$ cat src/rtl/ssd_pkg.sv
// Shared constants for the BCD scan display: segment codes, slot encoding, widths.
package ssd_pkg;

  localparam int unsigned BCD_W = 4;
  localparam int unsigned SEG_W = 8;
  localparam int unsigned AN_W  = 4;

  // Active-low segment codes, bit 0 = a ... bit 6 = g, bit 7 = dp (kept off).
  localparam logic [SEG_W-1:0] SEG_0     = 8'hC0;
  localparam logic [SEG_W-1:0] SEG_1     = 8'hF9;
  localparam logic [SEG_W-1:0] SEG_2     = 8'hA4;
  localparam logic [SEG_W-1:0] SEG_3     = 8'hB0;
  localparam logic [SEG_W-1:0] SEG_4     = 8'h99;
  localparam logic [SEG_W-1:0] SEG_5     = 8'h92;
  localparam logic [SEG_W-1:0] SEG_6     = 8'h82;
  localparam logic [SEG_W-1:0] SEG_7     = 8'hF8;
  localparam logic [SEG_W-1:0] SEG_8     = 8'h80;
  localparam logic [SEG_W-1:0] SEG_9     = 8'h90;
  localparam logic [SEG_W-1:0] SEG_DASH  = 8'hBF;
  localparam logic [SEG_W-1:0] SEG_BLANK = 8'hFF;

  // Active-low anode patterns.
  localparam logic [AN_W-1:0] AN_OFF  = 4'b1111;
  localparam logic [AN_W-1:0] AN_ONES = 4'b1110;
  localparam logic [AN_W-1:0] AN_TENS = 4'b1101;

  typedef enum logic {
    SLOT_ONES = 1'b0,
    SLOT_TENS = 1'b1
  } slot_e;

endpackage

$ cat src/rtl/bcd_to_seg7.sv
// Combinational BCD to active-low 7-segment decoder; codes above 9 show a dash.
module bcd_to_seg7
  import ssd_pkg::*;
(
  input  logic [3:0] bcd,
  output logic [7:0] seg_c
);

  // Digit lookup with dash fallback for non-BCD codes
  always_comb begin
    seg_c = SEG_DASH;
    case (bcd)
      4'd0:    seg_c = SEG_0;
      4'd1:    seg_c = SEG_1;
      4'd2:    seg_c = SEG_2;
      4'd3:    seg_c = SEG_3;
      4'd4:    seg_c = SEG_4;
      4'd5:    seg_c = SEG_5;
      4'd6:    seg_c = SEG_6;
      4'd7:    seg_c = SEG_7;
      4'd8:    seg_c = SEG_8;
      4'd9:    seg_c = SEG_9;
      default: seg_c = SEG_DASH;
    endcase
  end

endmodule

$ cat src/rtl/bcd_scan_display.sv
// Two-digit multiplexed 7-segment driver with frame-synchronous digit latch,
// anti-ghost guard, leading-zero blanking and flash-at-zero.
module bcd_scan_display
  import ssd_pkg::*;
#(
  parameter int unsigned SCAN_DIV     = 50000,
  parameter int unsigned GUARD        = 500,
  parameter int unsigned FLASH_FRAMES = 100
) (
  input  logic       clk,
  input  logic       rst_n,
  input  logic [3:0] digit0,
  input  logic [3:0] digit1,
  input  logic       blank_lz,
  input  logic       flash_en,
  output logic [3:0] ssd_an,
  output logic [7:0] ssd_seg
);

  localparam int unsigned CNT_W = (SCAN_DIV > 1) ? $clog2(SCAN_DIV) : 1;
  localparam int unsigned FRM_W = (FLASH_FRAMES > 1) ? $clog2(FLASH_FRAMES) : 1;
  localparam logic [CNT_W-1:0] SCAN_LAST  = CNT_W'(SCAN_DIV - 1);
  localparam logic [FRM_W-1:0] FRAME_LAST = FRM_W'(FLASH_FRAMES - 1);

  slot_e             slot_q, slot_d;
  logic [CNT_W-1:0]  scan_cnt_q, scan_cnt_d;
  logic [FRM_W-1:0]  frame_cnt_q, frame_cnt_d;
  logic              flash_phase_q, flash_phase_d;
  logic [BCD_W-1:0]  d0_q, d0_d;
  logic [BCD_W-1:0]  d1_q, d1_d;
  logic [AN_W-1:0]   an_q, an_d;
  logic [SEG_W-1:0]  seg_q, seg_d;

  logic              frame_start_c;
  logic [BCD_W-1:0]  cur_digit_c;
  logic [SEG_W-1:0]  dec_seg_c;
  logic              guard_c;
  logic              lz_blank_c;
  logic              flash_blank_c;

  // State registers
  always_ff @(posedge clk or negedge rst_n) begin
    if (!rst_n) begin
      slot_q        <= SLOT_ONES;
      scan_cnt_q    <= '0;
      frame_cnt_q   <= '0;
      flash_phase_q <= 1'b0;
      d0_q          <= '0;
      d1_q          <= '0;
      an_q          <= AN_OFF;
      seg_q         <= SEG_BLANK;
    end else begin
      slot_q        <= slot_d;
      scan_cnt_q    <= scan_cnt_d;
      frame_cnt_q   <= frame_cnt_d;
      flash_phase_q <= flash_phase_d;
      d0_q          <= d0_d;
      d1_q          <= d1_d;
      an_q          <= an_d;
      seg_q         <= seg_d;
    end
  end

  // Scan counter and slot FSM: slot toggles only on counter wrap
  always_comb begin
    slot_d     = slot_q;
    scan_cnt_d = scan_cnt_q + CNT_W'(1);
    if (scan_cnt_q == SCAN_LAST) begin
      scan_cnt_d = '0;
      case (slot_q)
        SLOT_ONES: slot_d = SLOT_TENS;
        SLOT_TENS: slot_d = SLOT_ONES;
        default:   slot_d = SLOT_ONES;
      endcase
    end
  end

  assign frame_start_c = (slot_q == SLOT_ONES) && (scan_cnt_q == '0);

  // Both digits are captured together at frame start so a frame never tears
  always_comb begin
    d0_d = d0_q;
    d1_d = d1_q;
    if (frame_start_c) begin
      d0_d = digit0;
      d1_d = digit1;
    end
  end

  // Flash half-period counter, held cleared unless 00 is latched and flashing is on
  always_comb begin
    frame_cnt_d   = frame_cnt_q;
    flash_phase_d = flash_phase_q;
    if (!flash_en || (d1_q != '0) || (d0_q != '0)) begin
      frame_cnt_d   = '0;
      flash_phase_d = 1'b0;
    end else if (frame_start_c) begin
      if (frame_cnt_q == FRAME_LAST) begin
        frame_cnt_d   = '0;
        flash_phase_d = ~flash_phase_q;
      end else begin
        frame_cnt_d = frame_cnt_q + FRM_W'(1);
      end
    end
  end

  // Decode uses the values that belong to the current frame, including its first cycle
  assign cur_digit_c = (slot_q == SLOT_ONES) ? d0_d : d1_d;

  bcd_to_seg7 u_dec (
    .bcd   (cur_digit_c),
    .seg_c (dec_seg_c)
  );

  // Anode/segment selection, registered one cycle after the scan state
  always_comb begin
    an_d          = AN_OFF;
    seg_d         = SEG_BLANK;
    guard_c       = 32'(scan_cnt_q) < GUARD;
    lz_blank_c    = (slot_q == SLOT_TENS) && blank_lz && (d1_d == '0);
    flash_blank_c = flash_en && (d1_d == '0) && (d0_d == '0) && flash_phase_d;
    if (!(guard_c || lz_blank_c || flash_blank_c)) begin
      an_d  = (slot_q == SLOT_ONES) ? AN_ONES : AN_TENS;
      seg_d = dec_seg_c;
    end
  end

  assign ssd_an  = an_q;
  assign ssd_seg = seg_q;

endmodule

$ cat config.mk
export PLATFORM = sky130hd
export DESIGN_NAME = bcd_scan_display
export DESIGN_NICKNAME = d
export VERILOG_FILES = /design/src/rtl/ssd_pkg.sv /design/src/rtl/bcd_to_seg7.sv /design/src/rtl/bcd_scan_display.sv
export SDC_FILE = /design/constraint.sdc
export NUM_CORES = 1
export LEC_CHECK = 0
export CAP_MARGIN = 20
export CORE_ASPECT_RATIO = 1.4
export CORE_UTILIZATION = 38
export CTS_CLUSTER_DIAMETER = 100
export CTS_CLUSTER_SIZE = 30
export DETAILED_ROUTE_END_ITERATION = 7
export DONT_BUFFER_PORTS = 1
export GPL_TIMING_DRIVEN = 0
export HOLD_SLACK_MARGIN = 0.12
export PLACE_DENSITY = 0.6
export SYNTH_ARGS = -nofsm -noshare
export SYNTH_HDL_FRONTEND = slang
export SYNTH_SLANG_ARGS = --single-unit
$ cat constraint.sdc
create_clock -name clk -period 2.4 [get_ports clk]
set_input_delay 0.48 -clock clk [delete_from_list [all_inputs] [get_ports clk]]
set_output_delay 0.48 -clock clk [all_outputs]
set_load 0.02 [all_outputs]
==> metrics <==
leakage 1.20 nW; fin crit period 2640 ps; Crit. End Element register; synth warn 0; number of global-route vias before repair 1892; design area 2810 µm²; Combinational Power Share 6.9%; clock buffer depth 2; CTS clk-pin slew, worst paths 80 ps; Via-to-Cell Ratio 5.45; Final Non-Filler Cells 339; Worst Hold Class in2reg; Port Buf Inserts 0; CTS H-tree depth 2; worst-skew pair later-pin latency 290 ps; MaxCap Viol Count 0; area share of the largest cell type after synthesis 36.2%; final worst slack -239 ps; Worst Setup Path Type reg2reg; outcome finished with violations; Core Box Area 5820 µm²; final slew viol count 0; CTS buffer count 5; # diodes 0; pwr dens 445 nW/µm²; placer congestion estimate 0.820; Primary FF master, synth dfrtp_1; Hold Fails Final Rpt 0; Total GRT Usage 18.7%; layout cells sized above 1 29.4%; hold_ws 297 ps; filler instances 530; Seq/Total Area, Yosys 46.6%; failing checks negative setup slack; Clock power frac 35.3%; Async SR Flop Fraction 100%; Starting Density 39.2%; critical path arrival 2860 ps; Worst setup SP type register; Avg Cell Area, Syn 9.70 µm²; Slew HR 61.4%; RSZ-0062 raised after global routing yes; DP Area 2380 µm²; number of synthesized register bits 42; CTS Sinks 42; post-DP HPWL 3540 µm; largest net degree at the start of global routing 43; Fmax 379 MHz; final wirelength 5360 µm; DR WL/cell 15.8 µm; Post-route DRC 0; number of enable-type register cells in the synthesized netlist 0; worst vdd ir 0.183 mV; dominant cell type by area after synthesis dfrtp_1; proportion of power drawn by flip-flops and latches 57.7%; initial antenna violation count 0; CTS tree done; First DRT Iteration DRCs 98; Congestion Overflow GR 0; switching power 0.293 mW; clock skew 7.72 ps; vias 1846; io pins 24; CTS root buffer clkbuf_8; library cells used by synthesis 53; row count 33; first-pass GRT wire length 8780 µm; die width 67.5 µm; top cells by area, synth dfrtp_1 (36%), dfstp_2 (10%), nand2_1 (5.4%), ha_1 (4.4%), xnor2_1 (3.8%); Final ANT Viol Nets 0; slew at the pin closest to its max-slew limit 576 ps; crit-path max FO 6; Die Area 6320 µm²; Nets 288; P_int 0.957 mW; P&R area growth vs syn 23.2%; Gate Count Post-Synth 235; fin crit share 110%; die height 93.6 µm; Final setup viols 8; cell count after placement 307; CP required 2620 ps; drt first pass iters 4; total power 1.25 mW; Post-Syn Area 2280 µm²; Switching Fraction 23.4%
==> state kept, by name (all words and copies together) (netlist names) <==
register and flops:
slot_q 1, flash_phase_q 1, d1_q 4, d0_q 4, frame_cnt_q 7, ssd_an 2, scan_cnt_q 16, ssd_seg 7
==> final cells by class <==
cell class,instances,area (µm²),area share (%)
clock buffers,8,80.1,2.85
well taps,70,87.6,3.12
inverters,10,40.0,1.43
plain buffers,10,55.1,1.96
repair buffers,24,206,7.35
multi-input cells,175,1280,45.5
flip-flops and latches,42,1060,37.8
==> layout by cell type (no fill, tap or decap), types with 5 or more instances in the layout <==
cell type  count
ha_1           5
dfstp_2        9
clkbuf_1       7
nor2_1        18
inv_1          8
and3_1         6
xnor2_1       10
clkbuf_8       5
dfrtp_1       33
o21ai_0        6
xor2_1         5
nand4_1        6
a21oi_1        6
buf_4         22
nand2_1       31
==> cell usage after synthesis (5+ instances only) <==
| cell type | count |
|---|---|
| xnor2_1 | 10 |
| nand2_1 | 33 |
| clkbuf_1 | 6 |
| nor3_1 | 6 |
| xor2_1 | 5 |
| a21oi_1 | 6 |
| nand4_1 | 6 |
| o21ai_0 | 7 |
| nand3_1 | 6 |
| inv_1 | 10 |
| dfrtp_1 | 33 |
| and3_1 | 6 |
| ha_1 | 8 |
| dfstp_2 | 9 |
| nor2_1 | 20 |
==> cells by family (layout without fill, tap and decap cells) <==
| family | Yosys count | count (layout) | synth area share, % |
|---|---|---|---|
| simple gates | 106 | 106 | 25.2 |
| compound gates | 40 | 40 | 12.7 |
| xor+xnor | 15 | 15 | 5.76 |
| fa+ha+maj | 8 | 8 | 4.39 |
| flops | 42 | 42 | 46.6 |
| other cells | 1 | 3 | 0.164 |
| buf+inv | 20 | 52 | 3.84 |
| mux | 3 | 3 | 1.32 |
==> worst max-delay path, cell delays in order (launching register included) <==
cell	delay, ps
dfrtp_1	410
or4_4	600
or4_4	560
o21ai_2	170
a21o_1	220
inv_2	80
ha_4	170
o211ai_1	70
o2111a_1	230
o21ai_2	60
==> power groups by stage <==
stage / clock network [mW] / logic (mW) / registers, mW
floorplan: 0 / 0.0378 / 0.732
global placement: 0 / 0.0445 / 0.734
detailed placement: 0 / 0.0449 / 0.734
CTS: 0.453 / 0.0768 / 0.721
global route: 0.478 / 0.0954 / 0.722
finish: 0.442 / 0.0867 / 0.721
==> timing repair <==
action	in CTS	in global routing
pin swaps	12	12
setup buffers	18	5
setup endpoints to repair	13	20
resized for setup	21	19
hold buffers	2	0
hold endpoints to repair	42	0
==> path summary, 6_finish.rpt <==
check	depth (start not counted)	from	slack [ps]	endpoint
worst max register to register	9	scan_cnt_q[12]$_DFF_PN0_	-240	ssd_seg[0]$_DFF_PN1_
min in group asynchronous	2	rst_n	730	scan_cnt_q[15]$_DFF_PN0_
max in group asynchronous	2	rst_n	1410	ssd_an[0]$_DFF_PN1_
worst min-delay path	2	digit0[1]	300	d0_q[1]$_DFF_PN0_
worst max-delay path	9	scan_cnt_q[12]$_DFF_PN0_	-240	ssd_seg[0]$_DFF_PN1_
worst min register to register	1	scan_cnt_q[2]$_DFF_PN0_	510	scan_cnt_q[2]$_DFF_PN0_
==> layer usage <==
layer | vias to the layer above | GRT usage (%) | part of all wire (%)
li1 | 888 | - | -
met1 | 915 | 20.5 | 42
met2 | 29 | 32.9 | 53
met3 | 14 | 4.02 | 2.4
met4 | 0 | 8.51 | 2.8
met5 | - | 0 | 0
==> stage by stage <==
stage          worst slack [ps]  utilization [%]  TNS (ps)
3_5_place_dp               -373             40.9     -2080
4_1_cts                    -284             46.7     -1950
6_report                   -239             48.2     -1390
2_1_floorplan              -120                -      -263
3_3_place_gp               -337             40.9     -1860
5_1_grt                    -337             48.2     -2190
No activity file was read; power rests on OpenSTA's default activity.
